===== src/rtl/step_dir_driver.sv =====
// Turns interpolator step strobes into step/dir drive pulses with guaranteed dir setup and pulse width.
// Step rises one edge after a strobe (DIR_SETUP edges later if dir must flip); excess strobes queue in a saturating counter.

module step_dir_axis #(
   parameter int PULSE_W   = 4,
   parameter int DIR_SETUP = 2,
   parameter int PEND_W    = 4
) (
   input  logic               pulse_clk,
   input  logic               sys_rst_l,
   input  logic               acc,
   input  logic               dec,
   input  logic               pos_load,
   input  logic signed [15:0] load_val,
   output logic               step,
   output logic               dir,
   output logic signed [15:0] pos,
   output logic               busy,
   output logic               ovf
);

   localparam int CNT_MAX = (PULSE_W > DIR_SETUP) ? PULSE_W : DIR_SETUP;
   localparam int CNT_W   = (CNT_MAX > 1) ? $clog2(CNT_MAX) : 1;
   localparam int EXT_W   = PEND_W + 2;
   localparam logic signed [EXT_W-1:0] PEND_MAX = EXT_W'(2 ** (PEND_W - 1) - 1);
   localparam logic signed [EXT_W-1:0] PEND_MIN = -PEND_MAX;

   typedef enum logic [1:0] {
      ST_IDLE  = 2'd0,
      ST_SETUP = 2'd1,
      ST_HIGH  = 2'd2,
      ST_LOW   = 2'd3
   } axis_st_e;

   axis_st_e                  st_q, st_d;
   logic        [CNT_W-1:0]   cnt_q, cnt_d;
   logic signed [PEND_W-1:0]  pend_q, pend_d;
   logic                      dir_q, dir_d;
   logic                      step_q, step_d;
   logic signed [15:0]        pos_q, pos_d;

   logic                      pend_nz;
   logic                      want_pos;
   logic                      cnt_zero;
   logic                      decide_en;
   logic                      enter_high;
   logic                      enter_low;
   logic                      dir_flip;
   logic signed [EXT_W-1:0]   base_x;
   logic signed [EXT_W-1:0]   cand_x;

   always_ff @(posedge pulse_clk or negedge sys_rst_l) begin
      if (!sys_rst_l) begin
         st_q   <= ST_IDLE;
         cnt_q  <= '0;
         pend_q <= '0;
         dir_q  <= 1'b1;
         step_q <= 1'b0;
         pos_q  <= '0;
      end else begin
         st_q   <= st_d;
         cnt_q  <= cnt_d;
         pend_q <= pend_d;
         dir_q  <= dir_d;
         step_q <= step_d;
         pos_q  <= pos_d;
      end
   end

   // IDLE, an expired SETUP and an expired LOW all make the same queue-driven choice.
   always_comb begin
      pend_nz   = (pend_q != '0);
      want_pos  = ~pend_q[PEND_W-1];
      cnt_zero  = (cnt_q == '0);
      decide_en = (st_q == ST_IDLE) ||
                  (((st_q == ST_SETUP) || (st_q == ST_LOW)) && cnt_zero);
      st_d      = st_q;
      if (pos_load) begin
         st_d = ST_IDLE;
      end else if (st_q == ST_HIGH) begin
         if (cnt_zero) st_d = ST_LOW;
      end else if (decide_en) begin
         if (!pend_nz)               st_d = ST_IDLE;
         else if (want_pos != dir_q) st_d = ST_SETUP;
         else                        st_d = ST_HIGH;
      end
   end

   always_comb begin
      enter_high = (st_d == ST_HIGH) && (st_q != ST_HIGH);
      enter_low  = (st_d == ST_LOW)  && (st_q == ST_HIGH);
      dir_flip   = (st_d == ST_SETUP) && decide_en;

      cnt_d = cnt_zero ? cnt_q : cnt_q - CNT_W'(1);
      if (dir_flip)                cnt_d = CNT_W'(DIR_SETUP - 1);
      if (enter_high || enter_low) cnt_d = CNT_W'(PULSE_W - 1);

      dir_d  = dir_flip ? ~dir_q : dir_q;
      step_d = step_q;
      pos_d  = pos_q;
      if (enter_high) begin
         step_d = 1'b1;
         pos_d  = pos_q + (dir_q ? 16'h0001 : 16'hFFFF);
      end
      if (enter_low) step_d = 1'b0;

      // A step only starts when the queue sign matches dir, so consuming moves toward zero.
      base_x = EXT_W'(pend_q);
      if (enter_high) base_x = dir_q ? base_x - EXT_W'(1) : base_x + EXT_W'(1);
      case ({acc, dec})
         2'b10:   cand_x = base_x + EXT_W'(1);
         2'b01:   cand_x = base_x - EXT_W'(1);
         default: cand_x = base_x;
      endcase
      ovf    = 1'b0;
      pend_d = cand_x[PEND_W-1:0];
      if ((cand_x > PEND_MAX) || (cand_x < PEND_MIN)) begin
         ovf    = 1'b1;
         pend_d = base_x[PEND_W-1:0];
      end

      if (pos_load) begin
         pend_d = '0;
         ovf    = 1'b0;
         step_d = 1'b0;
         pos_d  = load_val;
      end
   end

   assign step = step_q;
   assign dir  = dir_q;
   assign pos  = pos_q;
   assign busy = (st_q != ST_IDLE) || pend_nz;

endmodule

module step_dir_driver #(
   parameter int PULSE_W   = 4,
   parameter int DIR_SETUP = 2,
   parameter int PEND_W    = 4
) (
   input  logic               pulse_clk,
   input  logic               sys_rst_l,
   input  logic               X_acc,
   input  logic               X_dec,
   input  logic               Y_acc,
   input  logic               Y_dec,
   input  logic               draw_overH,
   input  logic               pos_load,
   input  logic signed [15:0] load_x,
   input  logic signed [15:0] load_y,
   output logic               x_step,
   output logic               y_step,
   output logic               x_dir,
   output logic               y_dir,
   output logic signed [15:0] x_pos,
   output logic signed [15:0] y_pos,
   output logic               busy,
   output logic               move_doneH,
   output logic               ovf_err
);

   logic x_busy, y_busy;
   logic x_ovf, y_ovf;
   logic over_seen_q, over_seen_d;
   logic move_done_q, move_done_d;
   logic ovf_err_q, ovf_err_d;

   step_dir_axis #(
      .PULSE_W   (PULSE_W),
      .DIR_SETUP (DIR_SETUP),
      .PEND_W    (PEND_W)
   ) u_axis_x (
      .pulse_clk (pulse_clk),
      .sys_rst_l (sys_rst_l),
      .acc       (X_acc),
      .dec       (X_dec),
      .pos_load  (pos_load),
      .load_val  (load_x),
      .step      (x_step),
      .dir       (x_dir),
      .pos       (x_pos),
      .busy      (x_busy),
      .ovf       (x_ovf)
   );

   step_dir_axis #(
      .PULSE_W   (PULSE_W),
      .DIR_SETUP (DIR_SETUP),
      .PEND_W    (PEND_W)
   ) u_axis_y (
      .pulse_clk (pulse_clk),
      .sys_rst_l (sys_rst_l),
      .acc       (Y_acc),
      .dec       (Y_dec),
      .pos_load  (pos_load),
      .load_val  (load_y),
      .step      (y_step),
      .dir       (y_dir),
      .pos       (y_pos),
      .busy      (y_busy),
      .ovf       (y_ovf)
   );

   always_ff @(posedge pulse_clk or negedge sys_rst_l) begin
      if (!sys_rst_l) begin
         over_seen_q <= 1'b0;
         move_done_q <= 1'b0;
         ovf_err_q   <= 1'b0;
      end else begin
         over_seen_q <= over_seen_d;
         move_done_q <= move_done_d;
         ovf_err_q   <= ovf_err_d;
      end
   end

   // Completion waits for the queue to drain, not just for draw_overH.
   always_comb begin
      move_done_d = over_seen_q && !x_busy && !y_busy;
      over_seen_d = draw_overH || (over_seen_q && !move_done_d);
      ovf_err_d   = ovf_err_q || x_ovf || y_ovf;
      if (pos_load) begin
         move_done_d = 1'b0;
         over_seen_d = 1'b0;
         ovf_err_d   = 1'b0;
      end
   end

   assign busy       = x_busy || y_busy;
   assign move_doneH = move_done_q;
   assign ovf_err    = ovf_err_q;

endmodule


===== config.mk =====
export PLATFORM = sky130hd
export DESIGN_NAME = step_dir_driver
export DESIGN_NICKNAME = d
export VERILOG_FILES = /design/src/rtl/step_dir_driver.sv
export SDC_FILE = /design/constraint.sdc
export NUM_CORES = 1
export LEC_CHECK = 0
export CORE_MARGIN = 2
export CORE_UTILIZATION = 39
export CTS_CLUSTER_DIAMETER = 30
export DETAILED_ROUTE_END_ITERATION = 12
export PLACE_DENSITY = 0.68
export SLEW_MARGIN = 20
export SYNTH_ARGS = -nofsm -noshare
export SYNTH_HDL_FRONTEND = slang
export SYNTH_SLANG_ARGS = --single-unit

===== constraint.sdc =====
create_clock -name pulse_clk -period 8.8 [get_ports pulse_clk]
set_input_delay 0.88 -clock pulse_clk [delete_from_list [all_inputs] [get_ports pulse_clk]]
set_output_delay 0.88 -clock pulse_clk [all_outputs]
set_load 0.1 [all_outputs]

==> flow_summary.json, run 1 <==
{
  "netlist_top_cells_area": "dfrtp_1, ha_1, o21ai_0, a21oi_1, nand2_1",
  "grt_usage_pct": 18.5,
  "ant_nets": 0,
  "cts_inserted_buffers": 5,
  "routed_wl_mm": 12.0,
  "drv_cap": 0,
  "fmax_ghz": 0.228,
  "finalClockSkew_ps": 10.0,
  "final_util_pct": 48.8,
  "worstSkewPairLatency_ps": 300,
  "cts_setup_buffers": 0,
  "clock_sinks": 55,
  "nNetsFinal": 696,
  "critPathTopFamily": "simple AND/OR/NAND/NOR gates",
  "routed-via-count": 4318,
  "path_cells": "buf_2 > buf_4 > nor4_2 > mux2_2 > ha_1 > and3_1 > o41ai_1 > o211ai_1 > mux2i_1 > nor4_1 > nand2b_1 > mux2i_1 > nor2_1",
  "synth_nets": 625,
  "synth_edf_count": 0,
  "synth_most_common_cell": "dfrtp_1",
  "r2r_start": "u_axis_y.pend_q[0]",
  "grt_antenna_before_repair": 0,
  "nFillCells": 1129,
  "syn_area_per_cell_um2": 8.91,
  "holdPathStages": 2,
  "synth_top_area_share_pct": 27.9,
  "cts_tree": "done",
  "die-height_um": 114,
  "vias_per_cell": 5.73,
  "grt-ovfl-total": 0,
  "io_pins": 79,
  "cts-root-buf": "clkbuf_16",
  "synth_top_area_cell": "dfrtp_1",
  "rsz0062_at_grt": "no",
  "r2r_cells": 13,
  "synthCells": 534,
  "die_w_um": 114,
  "drt_iter0_markers": 294,
  "post-route-period-util_pct": 49.7,
  "setup_viol": 0,
  "synth_ff_type": "dfrtp_1",
  "rrSetupSlack_ps": 4470,
  "cts.hold.buffers_added": 0,
  "clockBufferDepth": 2,
  "finalHoldViolCount": 0,
  "num_rows": 40,
  "die-area_um2": 13100,
  "top_usage_layer": "met2",
  "timing.critical_path.mode_cell": "mux2i_1",
  "tns_ps": 0,
  "grt_pass1_wl_mm": 20.1,
  "syn-cell-area_um2": 4760,
  "worstMarginPinSlew_ps": 1020,
  "drive_above_1_share_pct": 5.94,
  "hp-class": "reg -> reg",
  "grt_max_degree": 62,
  "yosys-top-cells-count": "dfrtp_1, ha_1, nand2_1, nor2_1, o21ai_0",
  "wl_per_cell_um": 15.9,
  "cpPeakStageDelay_ps": 800,
  "grtUsageMet2_pct": 32.6,
  "slew_violations": 0,
  "ys_seq_area_share_pct": 29.0,
  "io_buffers": 78,
  "start_util_pct": 39.8,
  "slew_headroom_pct": 31.9,
  "hold_start": "over_seen_q",
  "cp_num_buf_inv": 2,
  "startpoint_type": "input port",
  "ctsResizeCount": 0,
  "yosysWarnings": 0,
  "dp_hpwl_mm": 8.78,
  "grt_pass1_vias": 4319,
  "met1_usage_pct": 23.8,
  "diodes": 0,
  "path_max_fanout": 61,
  "area_delta_synth_final_pct": 22.7,
  "cts.htree.levels": 2,
  "synthArstFlopShare_pct": 100,
  "holdPathEnd": "over_seen_q",
  "post_synth_num_cell_types": 64,
  "clk_pin_slew_ps": 70,
  "path_class": "in -> reg",
  "outcome": "finished, final reports clean",
  "min_period_ps": 4380,
  "critical_path.slowest_cell": "nor4_2",
  "reg2reg_to": "u_axis_y.pend_q[1]",
  "dr.pass1.iters": 4,
  "endpoint_kind": "flip-flop",
  "crit_required_ps": 8950,
  "crit_arrival_ps": 4530,
  "core-area_um2": 12000,
  "synth_seq_cells": 55,
  "drc_errors": 0,
  "grtUsageMet3_pct": 2.86,
  "gp_congestion": 0.871
}
flip-flops by register name, indices dropped and copies added (netlist names), 2 cells and up:
name / count
u_axis_x.pend_q: 4
u_axis_y.cnt_q: 2
u_axis_y.pend_q: 4
u_axis_y.st_q: 2
u_axis_x.st_q: 2
u_axis_x.cnt_q: 2
u_axis_y.pos: 16
u_axis_x.pos: 16
how the worst max path moves through the flow:
stage	startpoint	slack [ps]	cells past startpoint	end
after floorplan	u_axis_x.dir	4470	14	u_axis_x.pend_q[2]
after global routing	pos_load	4100	13	u_axis_y.pend_q[2]
after global placement	pos_load	4320	14	ovf_err
after detailed placement	pos_load	4150	13	u_axis_y.pend_q[1]
after CTS	pos_load	4440	13	ovf_err
final	pos_load	4420	13	u_axis_y.pend_q[1]
through the flow:
| stage | cell area, um^2 | setup WS [ps] | std cells | hold slack [ps] |
|---|---|---|---|---|
| 2_1_floorplan | 4760 | 4470 | 534 | 469 |
| 3_3_place_gp | 5670 | 4320 | 745 | 492 |
| 3_5_place_dp | 5670 | 4150 | 745 | 516 |
| 4_1_cts | 5830 | 4440 | 753 | 532 |
| 5_1_grt | 5830 | 4100 | 753 | 557 |
| 6_report | 5830 | 4420 | 753 | 526 |
layout by cell type, fill, tap and decap left out, types with 7 or more instances in the layout:
cell type and n:
a21o_1 9, o21ai_0 38, a22oi_1 21, inv_1 23, dfrtp_1 53, mux2i_1 10
nor3_1 12, and3_1 7, a21oi_1 36, ha_1 45, xor2_1 19, nand3_1 14
o211ai_1 9, a211oi_1 11, clkdlybuf4s50_1 76, nor2_1 39, xnor2_1 17, nand2_1 45
logic make-up after synthesis:
group	count (synthesis)	synth area share (%)
flip-flops	55	29.0
multiplexers	15	3.45
buffers and inverters	40	3.24
adder cells (fa/ha/maj)	51	14.4
AO/OA/AOI/OAI	176	26.6
XOR/XNOR	36	6.63
AND/OR/NAND/NOR	161	16.7
routing by layer:
metal  vias to the layer above  part of all wire, %
met5                         -                    0
met4                         0                  1.0
met3                        12                  4.6
met2                       110                   49
met1                      2055                   45
li1                       2141                    -
tightest hold or removal path, delay by kind of cell, from the launching register on:
family / cells / cell delay, ps
simple gates: 1 / 80
compound gates: 1 / 60
flops: 1 / 340
final cells by class:
class / count / area [um^2] / area share [%]
Tap cell: 147 / 184 / 3.15
Clock inverter: 3 / 43.8 / 0.751
Timing Repair Buffer: 81 / 793 / 13.6
Sequential cell: 55 / 1380 / 23.6
Multi-Input combinational cell: 439 / 3220 / 55.2
Inverter: 23 / 86.3 / 1.48
Clock buffer: 5 / 125 / 2.14
Power of run 1 is left out: the tool's default activity adds up to more than one toggle a clock period on the data nets, which glitch-free logic cannot reach.
==> run 2: changes to the inputs <==
==> constraint.sdc (replaced) <==
create_clock -name pulse_clk -period 4.28 [get_ports pulse_clk]
set_input_delay 0.428 -clock pulse_clk [delete_from_list [all_inputs] [get_ports pulse_clk]]
set_output_delay 0.428 -clock pulse_clk [all_outputs]
set_load 0.1 [all_outputs]
==> run 2 against run 1 <==
  * Register-to-register slack worse by 4300 ps
  * Critical path type is now reg -> reg
  * Critical endpoint is now u_axis_x.pend_q[2]
  * Worst hold slack worse by 280 ps
  * Critical path depth is 1 lower
  * Via count is 0.81% higher
==> flow_summary.json, run 2 (same netlist as run 1, synthesis figures left out) <==
{
  "crit_required_ps": 4470,
  "vias_per_cell": 5.74,
  "cts_tree": "done",
  "min_period_ps": 4070,
  "fmax_ghz": 0.246,
  "r2r_start": "u_axis_x.dir",
  "nNetsFinal": 702,
  "crit_arrival_ps": 4250,
  "path_max_fanout": 8,
  "core-area_um2": 12000,
  "grt_pass1_wl_mm": 20.6,
  "die-height_um": 114,
  "gp_congestion": 0.874,
  "num_rows": 40,
  "area_delta_synth_final_pct": 23.9,
  "drv_cap": 0,
  "cts_setup_buffers": 0,
  "final_area_um2": 5890,
  "grt-ovfl-total": 0,
  "clock_sinks": 55,
  "critical_path.slowest_cell": "dfstp_4",
  "cts-root-buf": "clkbuf_16",
  "tns_ps": 0,
  "r2r_cells": 12,
  "drive_above_1_share_pct": 6.86,
  "startpoint_type": "flip-flop",
  "final_util_pct": 49.3,
  "drt_iter0_markers": 184,
  "outcome": "finished, final reports clean",
  "cpPeakStageDelay_ps": 670,
  "hp-class": "in -> async",
  "ant_nets": 0,
  "rsz0062_at_grt": "no",
  "layout_common_cells": "clkdlybuf4s50_1, dfrtp_1, nand2_1, ha_1, nor2_1",
  "endpoint_kind": "flip-flop",
  "routed_wl_mm": 12.1,
  "slew_violations": 0,
  "cts_inserted_buffers": 5,
  "slew_headroom_pct": 27.0,
  "worstMarginPinSlew_ps": 1090,
  "dp_hpwl_mm": 8.93,
  "post_dp_cell_area_um2": 5710,
  "finalHoldViolCount": 0,
  "grt_usage_pct": 19.0,
  "timing.critical_path.mode_cell": "ha_1",
  "grt_max_degree": 56,
  "die-area_um2": 13100,
  "clk_pin_slew_ps": 80,
  "rrSetupSlack_ps": 210,
  "grt_pass1_vias": 4401,
  "path_cells": "ha_1 > o41ai_4 > a211oi_1 > mux2_2 > ha_1 > nand2_1 > a221oi_2 > a311o_1 > o31a_1 > a2111oi_4 > o211ai_2 > mux2_4",
  "clockBufferDepth": 2,
  "reg2reg_to": "u_axis_x.pend_q[2]",
  "ctsResizeCount": 0,
  "multi_input_area_um2": 3220,
  "post-route-period-util_pct": 95.0,
  "wl_per_cell_um": 15.9,
  "nFillCells": 1107,
  "dr.pass1.iters": 4,
  "grt_antenna_before_repair": 0,
  "cts.htree.levels": 2,
  "drc_errors": 0,
  "setup_viol": 0,
  "start_util_pct": 39.8,
  "final_common_cell": "clkdlybuf4s50_1",
  "die_w_um": 114,
  "diodes": 0,
  "worstSkewPairLatency_ps": 300,
  "io_buffers": 78,
  "finalClockSkew_ps": 7.86,
  "routed-via-count": 4353,
  "seq_area_um2": 1380,
  "path_class": "reg -> reg",
  "io_pins": 79,
  "cts.hold.buffers_added": 0
}
run 2: changes by cell type in the layout (fill, tap and decap cells not counted), sizes merged:
cell	delta
buf	+6
clkbuf	+1
clkinv	-2
inv	+1
run 2: layer usage:
metal	routed length, um	GRT usage (%)
met3	476	3.12
met5	0	0
met2	6100	34.3
met4	129	3.98
met1	5380	23.9
run 2: how the worst max path moves through the flow:
stage / slack [ps] / end / start
final: 210 / u_axis_x.pend_q[2] / u_axis_x.dir
after global routing: 20 / u_axis_x.pend_q[2] / u_axis_x.dir
after CTS: 200 / u_axis_x.pend_q[2] / u_axis_x.dir
after detailed placement: 220 / u_axis_x.pend_q[2] / u_axis_x.dir
after global placement: 280 / u_axis_x.pend_q[2] / u_axis_x.dir
after floorplan: 100 / u_axis_x.pend_q[2] / u_axis_x.dir
run 2: layout make-up:
type	count	share of cell area, %
clock buffer	6	2.36
timing repair buffer	87	14.2
clock inverter	2	0.658
inverter	23	1.47
multi-input combinational	439	54.7
tap	147	3.12
sequential	55	23.5
run 2: critical path: cells and delay by family, from the launching register on:
family | cells | cell delay (ps)
flops | 1 | 670
fa+ha+maj | 2 | 630
simple gates | 1 | 120
compound gates | 7 | 1810
mux | 2 | 730
run 2: metrics by stage:
step                      instances  setup slack (ps)  hold slack (ps)
after floorplan                 534              97.2              132
after global placement          751               279              487
after detailed placement        751               219              498
after CTS                       759               204              318
after global routing            759              19.1              353
final                           759               213              246
Power of run 2 is left out for the same reason.
